==> src/rtl/mesi_isc_snoop_seq.sv <==
// rtl/mesi_isc_snoop_seq.sv - snoop sequencer: broadcast FIFO head -> per-port snoop, then enable originator
module mesi_isc_snoop_seq #(
    parameter int CBUS_CMD_WIDTH   = 3,
    parameter int ADDR_WIDTH       = 32,
    parameter int BROAD_TYPE_WIDTH = 2,
    parameter int ACK_TIMEOUT      = 255
) (
    input  logic                        clk,
    input  logic                        rst,
    input  logic                        broad_valid_i,
    input  logic [BROAD_TYPE_WIDTH-1:0] broad_type_i,
    input  logic [1:0]                  broad_cpu_id_i,
    input  logic [ADDR_WIDTH-1:0]       broad_addr_i,
    output logic                        broad_pop_o,
    input  logic                        cbus_ack3_i,
    input  logic                        cbus_ack2_i,
    input  logic                        cbus_ack1_i,
    input  logic                        cbus_ack0_i,
    output logic [CBUS_CMD_WIDTH-1:0]   cbus_cmd3_o,
    output logic [CBUS_CMD_WIDTH-1:0]   cbus_cmd2_o,
    output logic [CBUS_CMD_WIDTH-1:0]   cbus_cmd1_o,
    output logic [CBUS_CMD_WIDTH-1:0]   cbus_cmd0_o,
    output logic [ADDR_WIDTH-1:0]       cbus_addr_o,
    output logic                        busy_o,
    output logic                        err_type_o,
    output logic                        err_timeout_o
);

    localparam int CNT_W = $clog2(ACK_TIMEOUT + 1);

    localparam logic [CBUS_CMD_WIDTH-1:0] CMD_NOP      = '0;
    localparam logic [CBUS_CMD_WIDTH-1:0] CMD_WR_SNOOP = CBUS_CMD_WIDTH'(1);
    localparam logic [CBUS_CMD_WIDTH-1:0] CMD_RD_SNOOP = CBUS_CMD_WIDTH'(2);
    localparam logic [CBUS_CMD_WIDTH-1:0] CMD_EN_WR    = CBUS_CMD_WIDTH'(3);
    localparam logic [CBUS_CMD_WIDTH-1:0] CMD_EN_RD    = CBUS_CMD_WIDTH'(4);

    typedef enum logic [1:0] {
        ST_IDLE,
        ST_SNOOP,
        ST_ENABLE
    } state_t;

    state_t                    state_q;
    logic [3:0]                pending_q;
    logic [3:0]                pending_d;
    logic [1:0]                cpu_q;
    logic                      rd_q;
    logic [CNT_W-1:0]          cnt_q;
    logic [CBUS_CMD_WIDTH-1:0] cmd_q [4];

    logic [3:0]                ack;
    logic                      type_wr;
    logic                      type_rd;
    logic [CBUS_CMD_WIDTH-1:0] snoop_cmd;

    assign ack       = {cbus_ack3_i, cbus_ack2_i, cbus_ack1_i, cbus_ack0_i};
    // Acks on ports that are not pending simply fall out of the mask.
    assign pending_d = pending_q & ~ack;
    assign type_wr   = (broad_type_i == BROAD_TYPE_WIDTH'(1));
    assign type_rd   = (broad_type_i == BROAD_TYPE_WIDTH'(2));
    assign snoop_cmd = type_rd ? CMD_RD_SNOOP : CMD_WR_SNOOP;

    assign cbus_cmd0_o = cmd_q[0];
    assign cbus_cmd1_o = cmd_q[1];
    assign cbus_cmd2_o = cmd_q[2];
    assign cbus_cmd3_o = cmd_q[3];

    always_ff @(posedge clk) begin
        if (rst) begin
            state_q       <= ST_IDLE;
            pending_q     <= '0;
            cpu_q         <= '0;
            rd_q          <= 1'b0;
            cnt_q         <= '0;
            cbus_addr_o   <= '0;
            broad_pop_o   <= 1'b0;
            busy_o        <= 1'b0;
            err_type_o    <= 1'b0;
            err_timeout_o <= 1'b0;
            for (int i = 0; i < 4; i++) begin
                cmd_q[i] <= CMD_NOP;
            end
        end else begin
            broad_pop_o <= 1'b0;
            case (state_q)
                ST_IDLE: begin
                    cbus_addr_o <= '0;
                    // The head is still the popped entry during the pop cycle, so skip it.
                    if (broad_valid_i && !broad_pop_o) begin
                        cbus_addr_o <= broad_addr_i;
                        cpu_q       <= broad_cpu_id_i;
                        rd_q        <= type_rd;
                        if (type_wr || type_rd) begin
                            state_q <= ST_SNOOP;
                            busy_o  <= 1'b1;
                            cnt_q   <= '0;
                            for (int i = 0; i < 4; i++) begin
                                pending_q[i] <= (2'(i) != broad_cpu_id_i);
                                cmd_q[i]     <= (2'(i) != broad_cpu_id_i) ? snoop_cmd : CMD_NOP;
                            end
                        end else begin
                            broad_pop_o <= 1'b1;
                            err_type_o  <= 1'b1;
                        end
                    end
                end
                ST_SNOOP, ST_ENABLE: begin
                    if (cnt_q != CNT_W'(ACK_TIMEOUT)) begin
                        cnt_q <= cnt_q + 1'b1;
                    end
                    if (cnt_q == CNT_W'(ACK_TIMEOUT - 1)) begin
                        err_timeout_o <= 1'b1;
                    end
                    if (state_q == ST_SNOOP) begin
                        pending_q <= pending_d;
                        for (int i = 0; i < 4; i++) begin
                            if (pending_q[i] && ack[i]) begin
                                cmd_q[i] <= CMD_NOP;
                            end
                        end
                        if (pending_d == 4'b0000) begin
                            state_q      <= ST_ENABLE;
                            cnt_q        <= '0;
                            cmd_q[cpu_q] <= rd_q ? CMD_EN_RD : CMD_EN_WR;
                        end
                    end else if (ack[cpu_q]) begin
                        cmd_q[cpu_q] <= CMD_NOP;
                        broad_pop_o  <= 1'b1;
                        busy_o       <= 1'b0;
                        state_q      <= ST_IDLE;
                    end
                end
                default: begin
                    state_q <= ST_IDLE;
                end
            endcase
        end
    end

endmodule

==> config.mk <==
export PLATFORM = sky130hd
export DESIGN_NAME = mesi_isc_snoop_seq
export DESIGN_NICKNAME = d
export VERILOG_FILES = /design/src/rtl/mesi_isc_snoop_seq.sv
export SDC_FILE = /design/constraint.sdc
export NUM_CORES = 1
export LEC_CHECK = 0
export CORE_MARGIN = 4
export CORE_UTILIZATION = 31
export CTS_CLUSTER_DIAMETER = 60
export CTS_CLUSTER_SIZE = 30
export DETAILED_ROUTE_END_ITERATION = 16
export PLACE_DENSITY = 0.63
export SLEW_MARGIN = 20
export SYNTH_ARGS = -nofsm -noshare
export SYNTH_HDL_FRONTEND = slang
export SYNTH_SLANG_ARGS = --single-unit
==> constraint.sdc <==
create_clock -name clk -period 2.55 [get_ports clk]
set_input_delay 0.51 -clock clk [delete_from_list [all_inputs] [get_ports clk]]
set_output_delay 0.51 -clock clk [all_outputs]
set_load 0.005 [all_outputs]
Word-level counts from Yosys, hierarchy flattened
Memory sizes are Yosys's and may differ from the RTL's.
Cells that the tools add are included.
{"block": "classes", "n_bitwise": 12, "muxes": 79, "reduce_logical": 19, "order_cmp": 1, "eq_ne": 16, "add_sub_neg": 1}
{"operator": "$mux W1", "n": 44}
{"operator": "$mux W8", "n": 5}
{"operator": "$mux W32", "n": 1}
{"operator": "$mux W3", "n": 10}
{"operator": "$mux W2", "n": 10}
{"operator": "$pmux W8 S2", "n": 1}
{"operator": "$mux W4", "n": 3}
{"operator": "$ne A2 B2 Y1 const B", "n": 5}
{"operator": "$or A1 B1 Y1", "n": 9}
{"operator": "$add A8 B1 Y8 const B", "n": 1}
{"operator": "$eq A8 B8 Y1 const B", "n": 1}
{"operator": "$ne A8 B8 Y1 const B", "n": 1}
{"operator": "$pmux W4 S2", "n": 1}
{"operator": "$reduce_and A4 Y1", "n": 2}
{"operator": "$ne A3 B3 Y1 const B", "n": 2}
{"operator": "$reduce_and A3 Y1", "n": 2}
{"operator": "$logic_and A1 B1 Y1", "n": 5}
{"operator": "$reduce_and A5 Y1", "n": 1}
{"operator": "$and A4 B4 Y4", "n": 1}
{"operator": "$eq A2 B1 Y1 const B", "n": 2}
{"operator": "$eq A2 B2 Y1 const B", "n": 2}
{"operator": "$logic_not A4 Y1", "n": 1}
{"operator": "$ne A2 B2 Y1 const A", "n": 2}
{"operator": "$not A4 Y4", "n": 1}
{"operator": "12 further kinds", "n": 15}
{"block": "word_totals", "n_memories": 1, "mem_bits_rw": 12, "register_bits": 53, "elab_cells": 139}
{"memory": "cmd_q", "depth": 4, "word_bits": 3, "read_ports": 4, "rd_ports_with_merged_regs": 0, "write_ports": 5, "line": "49", "source": "logic [CBUS_CMD_WIDTH-1:0] cmd_q [4];"}

Depth between registers and ports, before layout
{"block": "depth", "ltp_word": 9, "depth_mapped": 8, "ltp_nobuf": 7}

Least setup slack after synthesis
Ideal clock, no wire load.
{"block": "synth_path", "path_type": "input port to flip-flop", "start": "in broad_type_i[0]", "end": "reg cnt_q[1]", "t_required_ps": 2458, "stages": 8, "arrival_ps": 2118, "slack_ps": 339, "cell_sequence": "inv_1 > ha_1 > or3b_2 > and2_1 > nor2_1 > buf_2 > nand3_1 > o32ai_1"}
{"block": "synth_between", "elab_chain_len": 4}
{"element": "from (decl)", "line": "11", "source": "input logic [BROAD_TYPE_WIDTH-1:0] broad_type_i,"}
{"element": "$eq A2 B1 Y1 or $eq A2 B2 Y1 (tied branches)", "line": "59, 60"}
{"element": "$logic_or A1 B1 Y1 (*)", "line": "93", "source": "if (type_wr || type_rd) begin"}
{"element": "$ne A2 B2 Y1 (no line) (*)"}
{"element": "$reduce_and A3 Y1 (no line) (*)"}
{"element": "to (signal assigned)", "line": "109", "source": "cnt_q <= cnt_q + 1'b1;"}
{"element": "to (decl)", "line": "48", "source": "logic [CNT_W-1:0] cnt_q;"}
Mark *: on every way between the ends. The rest lies on a longest branch, timed or not.
A chain may end at the register's enable or synchronous reset.

Worst setup path in the final report
{"block": "layout_path", "start": "in broad_type_i[0]", "end": "reg pending_q[2]"}
{"block": "layout_between", "elab_chain_len": 4}
{"element": "$eq A2 B1 Y1 or $eq A2 B2 Y1 (tied branches)", "line": "59, 60"}
{"element": "$logic_or A1 B1 Y1 (*)", "line": "93"}
{"element": "$ne A2 B2 Y1 (no line) (*)"}
{"element": "$reduce_and A4 Y1 (no line) (*)"}
{"element": "to (signal, indexed assignment)", "line": "98", "source": "pending_q[i] <= (2'(i) != broad_cpu_id_i);"}
{"element": "to (signal assigned)", "line": "115", "source": "pending_q <= pending_d;"}
{"element": "to (decl)", "line": "44", "source": "logic [3:0] pending_q;"}
Marked as above.

==> run metrics <==
outcome finished, final reports clean; PostCTS Resize Cnt 0; met1 Use GR 0.171; final WL 7800 um; syn_nets 335; GRT Max-Usage Layer met2; R2R Setup Slk 0.44 ns; TritonCTS clock tree done; Final Setup Violations 0; Arr. time, crit path 2.66 ns; worst r2r dst cmd_q[2][1]$_DFFE_PP_; pwr dens 879 nW/um2; Mean Syn Cell Area 10.0 um2; ys flop type dfxtp_1; maximum vdd drop 0.000320 V; Placer Congestion 0.833; RR Startpoint cpu_q[1]$_SDFFE_PP0P_; clock sinks 65; worst path cell trace clkdlybuf4s50_1 -> inv_1 -> ha_1 -> or3b_2 -> buf_4 -> a21o_1 -> or3_1 -> a21oi_1; Tmin final 2.39 ns; I/O pin cnt 91; YS warnings 0; Final period util 0.938; Clock Path Buffers 2; WP depth 8; Design Area, Final 4220 um2; die height 104 um; crit path buf inv count 3; Min-Delay Endpoint cbus_addr_o[23]$_SDFFE_PP0N_; Min-Delay Path Depth 1; worst path required time 2.82 ns; Post-Route Skew 0.00932 ns; antenna violations before repair 0; drt wl/cell 15.4 um; Initial Util 0.322; cts hold-fix bufs 0; RSZ-0062 raised after global routing no; Vias/cell 5.20; ANT nets after route 0; vias in the first global route 2643; I/O Buffers 90; Worst Max-Slew Pin Slew 0.425 ns; first-pass GRT wire length 12800 um; Core Box Area 8850 um2; die area 10800 um2; placed cell area 4000 um2; Worst Setup End Kind flip-flop; mapped cell area 2850 um2; htree depth 3; Post-synth EDFFs 12; WHS 0.476 ns; antenna cells 0; slowest library cell on the worst path or3b_2; share of layout cells above drive strength 1 0.131; Fill cells 884; Reg2Reg Depth 5; setup bufs post-CTS 0; relative slew slack 0.713; flops & latches, synth 65; max-cap violations 0; Slew Limit Fails 0; area leader, netlist dfxtp_1; cts bufs inserted 9; vias post-DR 2625; Tightest Hold Check Type flip-flop to flip-flop; Final Core Density 0.477; Post-synth ARST share 0; Pre-antenna DRT Iters 5; Largest delay share family, worst path simple AND/OR/NAND/NOR gates; Critical Path Fanout Max 7; root buffer cell clkbuf_8; Yosys cell types 48; Post-DP HPWL 5690 um; Worst-Skew Late Latency 0.34 ns; final hold viol count 0; Leak 1.61 nW; startpoint types input port; Die Wd 104 um; drt initial violations 127; Area Overhead vs Synth 48.1%; Setup TNS 0 ns; GR Util met3 0.0416; nets 443; top cell type's share of synthesized area 0.372; met2 usage 0.241; post-synthesis sequential area ratio 0.498; Remaining DRCs 0; Synth Instances 284; max incr delay on CP 0.48 ns; largest net degree at the start of global routing 33; Rows 34; critical path type input port to flip-flop; grt ovf 0; hold path start cbus_addr_o[23]$_SDFFE_PP0N_; total track usage 0.143; top cells by area, synth dfxtp_1 (37%), edfxtp_1 (13%), a22o_1 (9.8%), a21oi_1 (3.5%), ha_1 (3.5%); Fmax 418 MHz; register clock-pin slew on the reported worst setup and hold paths 0.08 ns
==> state kept, by name (all words and copies together), names as in the netlist <==
| name | flops |
|---|---|
| cpu_q | 2 |
| err_type_o | 1 |
| cmd_q | 12 |
| busy_o | 1 |
| cnt_q | 8 |
| state_q | 2 |
| err_timeout_o | 1 |
| pending_q | 4 |
| cbus_addr_o | 32 |
| rd_q | 1 |
| broad_pop_o | 1 |
==> per-stage QoR <==
step	total power, mW	cells	setup slack [ns]
finish	3.71	505	0.158
detailed placement	2.77	489	-0.164
floorplan	2.10	284	0.339
CTS	3.74	505	0.182
global route	3.93	505	0.0769
global placement	2.76	489	-0.124
==> worst max path at each step <==
stage | slack, ns | to | from
3_5_place_dp | -0.16 | pending_q[2]$_SDFFE_PP0P_ | broad_type_i[0]
5_1_grt | 0.08 | cnt_q[4]$_SDFFE_PP0P_ | broad_type_i[0]
6_report | 0.16 | pending_q[2]$_SDFFE_PP0P_ | broad_type_i[0]
4_1_cts | 0.18 | pending_q[2]$_SDFFE_PP0P_ | broad_type_i[0]
3_3_place_gp | -0.12 | pending_q[1]$_SDFFE_PP0P_ | broad_type_i[0]
2_1_floorplan | 0.34 | cnt_q[1]$_SDFFE_PP0P_ | broad_type_i[0]
==> routing by layer <==
metal | vias to the layer above | part of all wire
met2 | 88 | 0.48
met4 | 0 | 0.019
met3 | 14 | 0.065
met1 | 1244 | 0.43
met5 | - | 0
li1 | 1279 | -
==> worst register-to-register path, stage by stage (launching register included) <==
cell	delay [ns]
dfxtp_1	0.53
mux4_2	0.38
and2_1	0.21
a21o_1	0.22
nand4b_1	0.17
mux2_2	0.36
==> where the power goes <==
group | internal [mW] | switching [mW] | total, mW
Combinational | 0.713 | 0.660 | 1.37
Clock | 0.541 | 0.411 | 0.952
Sequential | 1.25 | 0.132 | 1.39
==> layout by cell type (no fill, tap or decap), types with 8 or more instances in the layout <==
| master | n |
|---|---|
| clkbuf_8 | 10 |
| nor2_1 | 17 |
| nand2_1 | 19 |
| dfxtp_1 | 53 |
| ha_1 | 8 |
| nand3_1 | 12 |
| buf_4 | 21 |
| clkdlybuf4s50_1 | 90 |
| a22o_1 | 32 |
| o21ai_0 | 11 |
| a21oi_1 | 20 |
| edfxtp_1 | 12 |
==> cells in the mapped netlist (2+ instances only) <==
cell      count
clkbuf_1     11
nor3b_1       3
o31ai_1       2
nand3_1      12
nor2b_1       6
buf_2         2
dfxtp_1      53
nand4b_1      2
and2_1        2
mux2_1        2
inv_1         7
a21o_1        2
nand2_1      19
ha_1          8
a22o_1       32
nand2b_1      4
or3_1         3
mux2_2        4
and3_1        4
a21oi_1      20
a41oi_1       3
edfxtp_1     12
and3b_1       2
nor2_1       19
o22ai_1       2
o21ai_0      11
a211oi_1      5
nand4_1       6
nor3_1        7
==> layout make-up <==
type	instances	area (um2)	share of cell area
clock buffers	11	163	0.0385
clock inverters	5	60.1	0.0142
inverters	8	30.0	0.00711
multi-input cells	196	1340	0.316
flip-flops and latches	65	1420	0.337
well taps	108	135	0.0320
repair buffers	112	1080	0.255
==> logic make-up (layout without fill, tap and decap cells) <==
logic type / Yosys count / in the layout / share of synthesized area
adder cells (fa/ha/maj): 8 / 8 / 0.0351
multiplexers: 8 / 8 / 0.0351
AND/OR/NAND/NOR: 94 / 94 / 0.173
flip-flops: 65 / 65 / 0.498
buffers and inverters: 23 / 136 / 0.0351
AO/OA/AOI/OAI: 86 / 86 / 0.223
Note: power is estimated with default switching activity, not from simulation.
